File: config.mk
export PLATFORM = sky130hd
export DESIGN_NAME = proc_mem_arbiter
export DESIGN_NICKNAME = d
export VERILOG_FILES = /design/src/rtl/proc_mem_arbiter.sv
export SDC_FILE = /design/constraint.sdc
export NUM_CORES = 1
export LEC_CHECK = 0
export ABC_AREA = 1
export BUFFER_PORTS_ARGS = -buffer_cell sky130_fd_sc_hd__buf_4
export CELL_PAD_IN_SITES_DETAIL_PLACEMENT = 1
export CELL_PAD_IN_SITES_GLOBAL_PLACEMENT = 2
export CORE_MARGIN = 5
export CORE_UTILIZATION = 12
export DETAILED_ROUTE_END_ITERATION = 10
export PLACE_DENSITY = 0.79
export SYNTH_ARGS = -nofsm -noshare
export SYNTH_HDL_FRONTEND = slang
export SYNTH_SLANG_ARGS = --single-unit
export TNS_END_PERCENT = 100
File: constraint.sdc
create_clock -name clk -period 2.2 [get_ports clk]
set_input_delay 0.22 -clock clk [delete_from_list [all_inputs] [get_ports clk]]
set_output_delay 0.22 -clock clk [all_outputs]
set_load 0.005 [all_outputs]
File: src/rtl/proc_mem_arbiter.sv
// Two-requester memory arbiter: round-robin merge of data/instruction requests,
// in-order response routing through a FIFO of requester IDs (0 = data, 1 = instruction).
module proc_mem_arbiter #(
    parameter int REQ_W    = 67,
    parameter int RESP_W   = 47,
    parameter int MAX_OUTS = 4
) (
    input  logic              clk,
    input  logic              reset,

    input  logic              dreq_val,
    output logic              dreq_rdy,
    input  logic [REQ_W-1:0]  dreq_msg,

    input  logic              ireq_val,
    output logic              ireq_rdy,
    input  logic [REQ_W-1:0]  ireq_msg,

    output logic              memreq_val,
    input  logic              memreq_rdy,
    output logic [REQ_W-1:0]  memreq_msg,

    input  logic              memresp_val,
    output logic              memresp_rdy,
    input  logic [RESP_W-1:0] memresp_msg,

    output logic              dresp_val,
    input  logic              dresp_rdy,
    output logic [RESP_W-1:0] dresp_msg,

    output logic              iresp_val,
    input  logic              iresp_rdy,
    output logic [RESP_W-1:0] iresp_msg
);
    localparam int PTR_W = (MAX_OUTS > 1) ? $clog2(MAX_OUTS) : 1;
    localparam int CNT_W = PTR_W + 1;
    localparam logic [CNT_W-1:0] FULL_CNT = CNT_W'(MAX_OUTS);

    logic                prio;
    logic                lock_v;
    logic                lock_id;
    logic [MAX_OUTS-1:0] tag_q;
    logic [PTR_W-1:0]    head;
    logic [PTR_W-1:0]    tail;
    logic [CNT_W-1:0]    count;

    logic grant_v;
    logic grant_id;
    logic grant_val;
    logic has_room;
    logic memreq_fire;
    logic memresp_fire;
    logic resp_busy;
    logic head_id;

    // A held grant keeps memreq_msg stable while memory applies backpressure.
    always_comb begin
        grant_v  = 1'b0;
        grant_id = 1'b0;
        if (lock_v) begin
            grant_v  = 1'b1;
            grant_id = lock_id;
        end else if (dreq_val && ireq_val) begin
            grant_v  = 1'b1;
            grant_id = prio;
        end else if (dreq_val) begin
            grant_v  = 1'b1;
            grant_id = 1'b0;
        end else if (ireq_val) begin
            grant_v  = 1'b1;
            grant_id = 1'b1;
        end
    end

    assign has_room    = (count != FULL_CNT);
    assign grant_val   = grant_id ? ireq_val : dreq_val;
    assign memreq_val  = grant_v && grant_val && has_room;
    assign memreq_msg  = grant_id ? ireq_msg : dreq_msg;
    assign dreq_rdy    = grant_v && !grant_id && memreq_rdy && has_room;
    assign ireq_rdy    = grant_v && grant_id && memreq_rdy && has_room;
    assign memreq_fire = memreq_val && memreq_rdy;

    assign resp_busy    = (count != '0);
    assign head_id      = tag_q[head];
    assign dresp_val    = resp_busy && !head_id && memresp_val;
    assign iresp_val    = resp_busy && head_id && memresp_val;
    assign memresp_rdy  = resp_busy && (head_id ? iresp_rdy : dresp_rdy);
    assign memresp_fire = memresp_val && memresp_rdy;
    assign dresp_msg    = memresp_msg;
    assign iresp_msg    = memresp_msg;

    always_ff @(posedge clk) begin
        if (!reset) begin
            prio    <= 1'b0;
            lock_v  <= 1'b0;
            lock_id <= 1'b0;
            tag_q   <= '0;
            head    <= '0;
            tail    <= '0;
            count   <= '0;
        end else begin
            if (memreq_fire) begin
                lock_v      <= 1'b0;
                prio        <= !grant_id;
                tag_q[tail] <= grant_id;
                tail        <= tail + 1'b1;
            end else if (memreq_val) begin
                lock_v  <= 1'b1;
                lock_id <= grant_id;
            end
            if (memresp_fire) begin
                head <= head + 1'b1;
            end
            case ({memreq_fire, memresp_fire})
                2'b10:   count <= count + 1'b1;
                2'b01:   count <= count - 1'b1;
                default: count <= count;
            endcase
        end
    end

    // A response with nothing outstanding means memory and arbiter disagree on ordering.
    assert property (@(posedge clk) disable iff (!reset) !(memresp_val && (count == '0)));

endmodule

# ---- Word-level counts from Yosys, hierarchy flattened
# Index checks and enable logic that the tools add are counted.
dict set report totals {
  output_inout_bits 167
  in_bits 189
  latchBits 0
  mem_bits_ro 0
  mem_bits_rw 0
  memories 0
  regBits 14
  elab_cells 58
}
dict set report op_classes {
  add_sub_neg 4
  n_bitwise 2
  n_lt_le_gt_ge 3
  div_mod_pow 0
  n_reduce_logical 23
  n_eq_ne 3
  shift 0
  mul 0
  n_mux 16
}
# op n
set op_table {}
lappend op_table {{67-bit 2-to-1 mux} 1}
lappend op_table {{1-bit logical AND} 17}
lappend op_table {{1-bit 2-to-1 mux} 11}
lappend op_table {{2-bit by 3-bit less-than comparator with 1-bit output, second input constant} 2}
lappend op_table {{3-bit one-hot mux with 2 select lines} 1}
lappend op_table {{2-bit by 1-bit adder with 2-bit output, second input constant} 2}
lappend op_table {{4-bit bitwise mux} 1}
lappend op_table {{3-bit by 1-bit adder with 3-bit output, second input constant} 1}
lappend op_table {{3-bit inequality test, second input constant} 1}
lappend op_table {{3-bit nonzero test} 1}
lappend op_table {{3-bit by 1-bit subtractor with 3-bit output, second input constant} 1}
lappend op_table {{1-bit binary-select mux with 2-bit select} 1}
lappend op_table {{1-bit demux with 2-bit select} 1}
lappend op_table {{2-bit by 1-bit equality test with 1-bit output, second input constant} 1}
lappend op_table {{2-bit equality test, second input constant} 1}
lappend op_table {{2-bit by 1-bit >= comparator with 1-bit output, second input constant} 1}
lappend op_table {{1-bit zero test} 2}
lappend op_table {{1-bit inverter} 2}
lappend op_table {{2-bit AND reduction} 1}
lappend op_table {{2-bit nonzero test} 1}
lappend op_table {{2-bit OR reduction} 1}

# ---- Longest topological paths before layout
dict set report logic_depth {
  ltp_word 10
  ltp_mapped 14
  depth_no_buf 14
}

# ---- Worst setup path before layout
# OpenSTA, ideal clock, no wires.
dict set report synth_path {
  path_kind {flip-flop to flip-flop}
  start {register count[0]}
  end {register count[2]}
  setup_ns 0.122
  arrival_ns 1.851
  n_path_buf 1
  path_slack_ns 0.227
  synth_period_minus_slack_ns 1.973
  t_required_ns 2.078
  path_stages_with_launch 14
  path_cell_list {dfxtp_1 inv_1 nand3_1 o21ai_2 inv_2 nand3_4 buf_12 ha_1 inv_1 fa_1 a21oi_1 o21ai_0 o21ai_0 a21oi_1}
}
dict set report synth_via {
  elab_chain_cells 5
  elab_cells_between_ends 12
  classes_between {2 x add/sub; 3 x eq/ne; 1 x mux; 6 x reduce/logical}
}
# item line
set synth_lines {}
lappend synth_lines {{start, declared} 45} ;# logic [CNT_W-1:0] count;
lappend synth_lines {{start signal, assigned} 115} ;# 2'b10: count <= count + 1'b1;
lappend synth_lines {{start signal, assigned} 116} ;# 2'b01: count <= count - 1'b1;
lappend synth_lines {{start signal, assigned} 117} ;# default: count <= count;
lappend synth_lines {{3-bit inequality test / 3-bit nonzero test (equally long branches)} {75, 83}}
lappend synth_lines {{1-bit logical AND (on tied branches)} {77, 87}}
lappend synth_lines {{1-bit logical AND (on tied branches)} {81, 88}}
lappend synth_lines {{2-bit by 1-bit equality test with 1-bit output / 2-bit equality test (equally long branches)} 114} ;# case ({memreq_fire, memresp_fire})
lappend synth_lines {{3-bit one-hot mux with 2 select lines / 2-bit nonzero test (equally long branches)} -}
# Parallel ways exist; a longest one is shown, timed or not.
# A chain may end at the register's enable or synchronous reset.

# ---- Worst setup path after layout
dict set report layout_path {
  start {register head[0]}
  end {register count[2]}
}
dict set report layout_via {
  elab_chain_cells 7
  elab_cells_between_ends 9
  classes_between {2 x eq/ne; 4 x mux; 3 x reduce/logical}
}
# item line
set layout_lines {}
lappend layout_lines {{start, declared} 43} ;# logic [PTR_W-1:0] head;
lappend layout_lines {{start signal, assigned} 112} ;# head <= head + 1'b1;
lappend layout_lines {{1-bit binary-select mux with 2-bit select (*)} 84} ;# assign head_id = tag_q[head];
lappend layout_lines {{1-bit 2-to-1 mux (not written as such) (*)} 84}
lappend layout_lines {{1-bit 2-to-1 mux (*)} 87} ;# assign memresp_rdy = resp_busy && (head_id ? iresp_rdy : dresp_rdy);
lappend layout_lines {{1-bit logical AND (*)} 87}
lappend layout_lines {{1-bit logical AND (*)} 88} ;# assign memresp_fire = memresp_val && memresp_rdy;
lappend layout_lines {{net memresp_fire} 52} ;# logic memresp_fire;
lappend layout_lines {{2-bit by 1-bit equality test with 1-bit output / 2-bit equality test (equally long branches)} 114}
lappend layout_lines {{3-bit one-hot mux with 2 select lines / 2-bit nonzero test (equally long branches)} -}
# Mark *: on every way through the listed nets, which the timed path passes. The rest lies on a longest branch. The select of a mux whose other input is x is not followed.

==> flow_summary.yaml <==
setup_path:
  path_class: "reg -> reg"
  crit_buf_inv: 3
  cp.arrival_ns: 2.13
  critical-path-top-delay-family: "adder cells"
  required_ns: 2.33
  crit_path_max_incr_delay_ns: 0.36
  path_cells: "inv_2 > nand2_1 > nand3_2 > nand3_1 > nand4_4 > inv_1 > ha_1 > inv_1 > fa_2 > a21oi_2 > o21ai_1 > o21ai_1 > a21oi_1"
  crit_path_top_delay_cell: "dfxtp_2"
  startpoint_type: "register"
  cp-end-kind: "register"
  crit_fanout: 4
timing:
  finalCritPeriodShare_pct: 90.91
  hold_viol_final: 0
  setup_viol: 0
  fin_skew_ns: 0.003944
  grt_setup_unrepaired: "false"
  slew_viol_final: 0
  period_needed_ns: 2.000
  setup_tns_ns: 0
  worst_slew_pin_slew_ns: 0.3294
  timing.fmax_ghz: 0.5000
  slew_headroom_pct: 78.04
floorplan:
  fp.dieArea_mm2: 0.02360
  die_y_um: 153.6
  row_count: 52
  die_w_um: 153.6
  start_util_pct: 12.19
  io_pins: 356
  core_mm2: 0.02030
layout:
  layoutNonFillerInstCount: 813
  area_growth_syn_to_layout_pct: 52.38
  drive_gt1_share_pct: 46.96
  antennaDiodeCount: 0
  finish.net_count: 740
synthesis:
  ys_seq_elements: 14
  synth.distinct_cells: 28
  synth_top_family_by_area: "simple AND/OR/NAND/NOR gates"
  synthAdderAreaFrac_pct: 3.337
  synth_xor_xnor_area_share_pct: 0.3539
  syn-num-nets: 624
  ys.flop_type: "dfxtp_1"
  synthSimpleGateAreaFrac_pct: 42.82
  ys_seq_area_share_pct: 11.32
  synthMuxAreaShare_pct: 0
  netlist_area_mm2: 0.002475
  yosysWarnings: 0
  synth-compound-area-share_pct: 5.763
  synth_cells: 429
  async_flop_share_pct: 0
  syn-mean-instance-area_um2: 5.769
  synth-edff-count: 0
clocking:
  clk_pin_slew_ns: 0.05
  clock_sinks: 14
  cts_buffers: 3
  cts_tree: "done"
  htreeDepth: 1
  cts_root_buffer: "clkbuf_16"
  hold_buffers: 0
  clockBufferDepth: 2
  cts_setup_buffers: 0
  clk_latency_ns: 0.25
drt:
  drt-initial-drc-count: 91
  num_vias: 2891
  drcViolationCount: 0
  ant_nets: 0
  drt-total-wl_um: 10020
  vias_per_cell: 3.556
  drtPass1Iterations: 4
  wl_per_cell_um: 12.32
global_routing:
  grt_pass1_vias: 3048
  antenna_found_initial: 0
  track_usage_pct: 7.904
  grt_max_degree: 44
  grt_pass1_wl_um: 15470
  grt_overflow: 0
run_status:
  status: "finished, final reports clean"
placement:
  io_buffer_count: 214
  dp_cells: 810
  globalplace.congestion: 0.7615
  hpwl_um: 8490
worst_hold_path:
  min_path_type: "in -> reg"
power:
  peakVddDrop_mv: 0.2368
  p_leak_nw: 2.100
  power.density_mw_per_mm2: 413.6
job:
  cap_viol_max_count: 0
through the flow:
| stage | setup WS (ns) | cell area, um2 | power (mW) | hold WS, ns | utilization (%) |
|---|---|---|---|---|---|
| floorplan | 0.2269 | 2475 | 0.8168 | 0.3677 | - |
| global placement | 0.08454 | 3677 | 1.230 | 0.4401 | 18.12 |
| detailed placement | 0.04778 | 3677 | 1.237 | 0.4401 | 18.12 |
| CTS | 0.02107 | 3752 | 1.596 | 0.2662 | 18.49 |
| global route | 0.02122 | 3771 | 1.706 | 0.2887 | 18.58 |
| finish | 0.2000 | 3771 | 1.560 | 0.2746 | 18.58 |
area by class of cell:
class / count / area, um2
inverters: 25 / 93.84
flip-flops and latches: 14 / 281.5
multi-input cells: 280 / 1311
clock buffers: 3 / 75.07
fillers: 2579 / 16530
repair buffers: 221 / 1672
well taps: 270 / 337.8
synth_stat cells, types with 2 or more instances:
cell	instances	area, um2
buf_2	14	70.07
a21oi_2	3	26.28
inv_2	4	15.01
a21oi_1	7	35.03
inv_1	21	78.83
nand3_2	6	60.06
nand3_1	4	20.02
nor3_1	2	10.01
o21ai_2	3	26.28
nor3_2	3	30.03
nand2_2	5	31.28
o21ai_0	5	25.02
nand2_1	215	807.0
nand4_1	2	12.51
dfxtp_1	14	280.3
nor2_1	9	33.78
ha_1	5	62.56
o21bai_1	4	30.03
buf_4	94	705.7
flip-flops by register name, summed over array words and instances, names as in the netlist:
register / flops
lock_v: 1
lock_id: 1
prio: 1
tail: 2
count: 3
head: 2
tag_q: 4
power by group:
part	total (mW)	switching, mW	internal, mW	leakage, nW
combinational	0.923	0.431	0.491	1.95
sequential	0.292	0.0138	0.278	0.115
clock	0.345	0.107	0.238	0.0370
total	1.56	0.552	1.01	2.10
cell usage in the layout, fill, tap and decap left out, types with 3 or more instances in the layout:
master | synthesis | final
inv_2 | 4 | 4
clkbuf_16 | 0 | 3
nand3_2 | 6 | 6
nand2_1 | 215 | 214
nor2_1 | 9 | 9
inv_1 | 21 | 21
a21oi_1 | 7 | 6
nor3_2 | 3 | 3
buf_4 | 94 | 220
ha_1 | 5 | 5
nand3_1 | 4 | 4
o21ai_0 | 5 | 3
dfxtp_1 | 14 | 13
a21oi_2 | 3 | 4
o21bai_1 | 4 | 4
nand2_2 | 5 | 6
o21ai_2 | 3 | 3
path summary, 6_finish.rpt:
kind         endpoint  cells past startpoint        start  slack, ns
max          count[2]                     13      head[0]       0.20
max reg2reg  count[2]                     13      head[0]       0.20
min           head[1]                      3  memresp_val       0.27
min reg2reg      prio                      2         prio       0.46
logic make-up (layout without fill, tap and decap cells):
family,Yosys count,count (layout)
compound gates,22,22
xor+xnor,1,1
fa+ha+maj,6,6
buf+inv,135,249
flops,14,14
simple gates,251,251
tightest hold or removal path, delay by kind of cell:
kind	cells	cell delay, ns
AOI/OAI and AO/OA	1	0.05
buffers and inverters	1	0.13
and+or+nand+nor	1	0.06
per-layer routing:
layer	vias up	share of wire (%)	GRT usage, %
met1	1269	37	8.695
met4	0	3.1	2.775
met5	-	0	0
met3	40	10	2.614
met2	148	49	14.21
li1	1434	-	-
repair_timing:
| action | CTS | global route |
|---|---|---|
| endpoints found under the hold margin | 0 | 0 |
| endpoints found under the setup margin | 0 | 1 |
| gates resized for setup | 0 | 7 |
No activity file was read; power rests on OpenSTA's default activity.
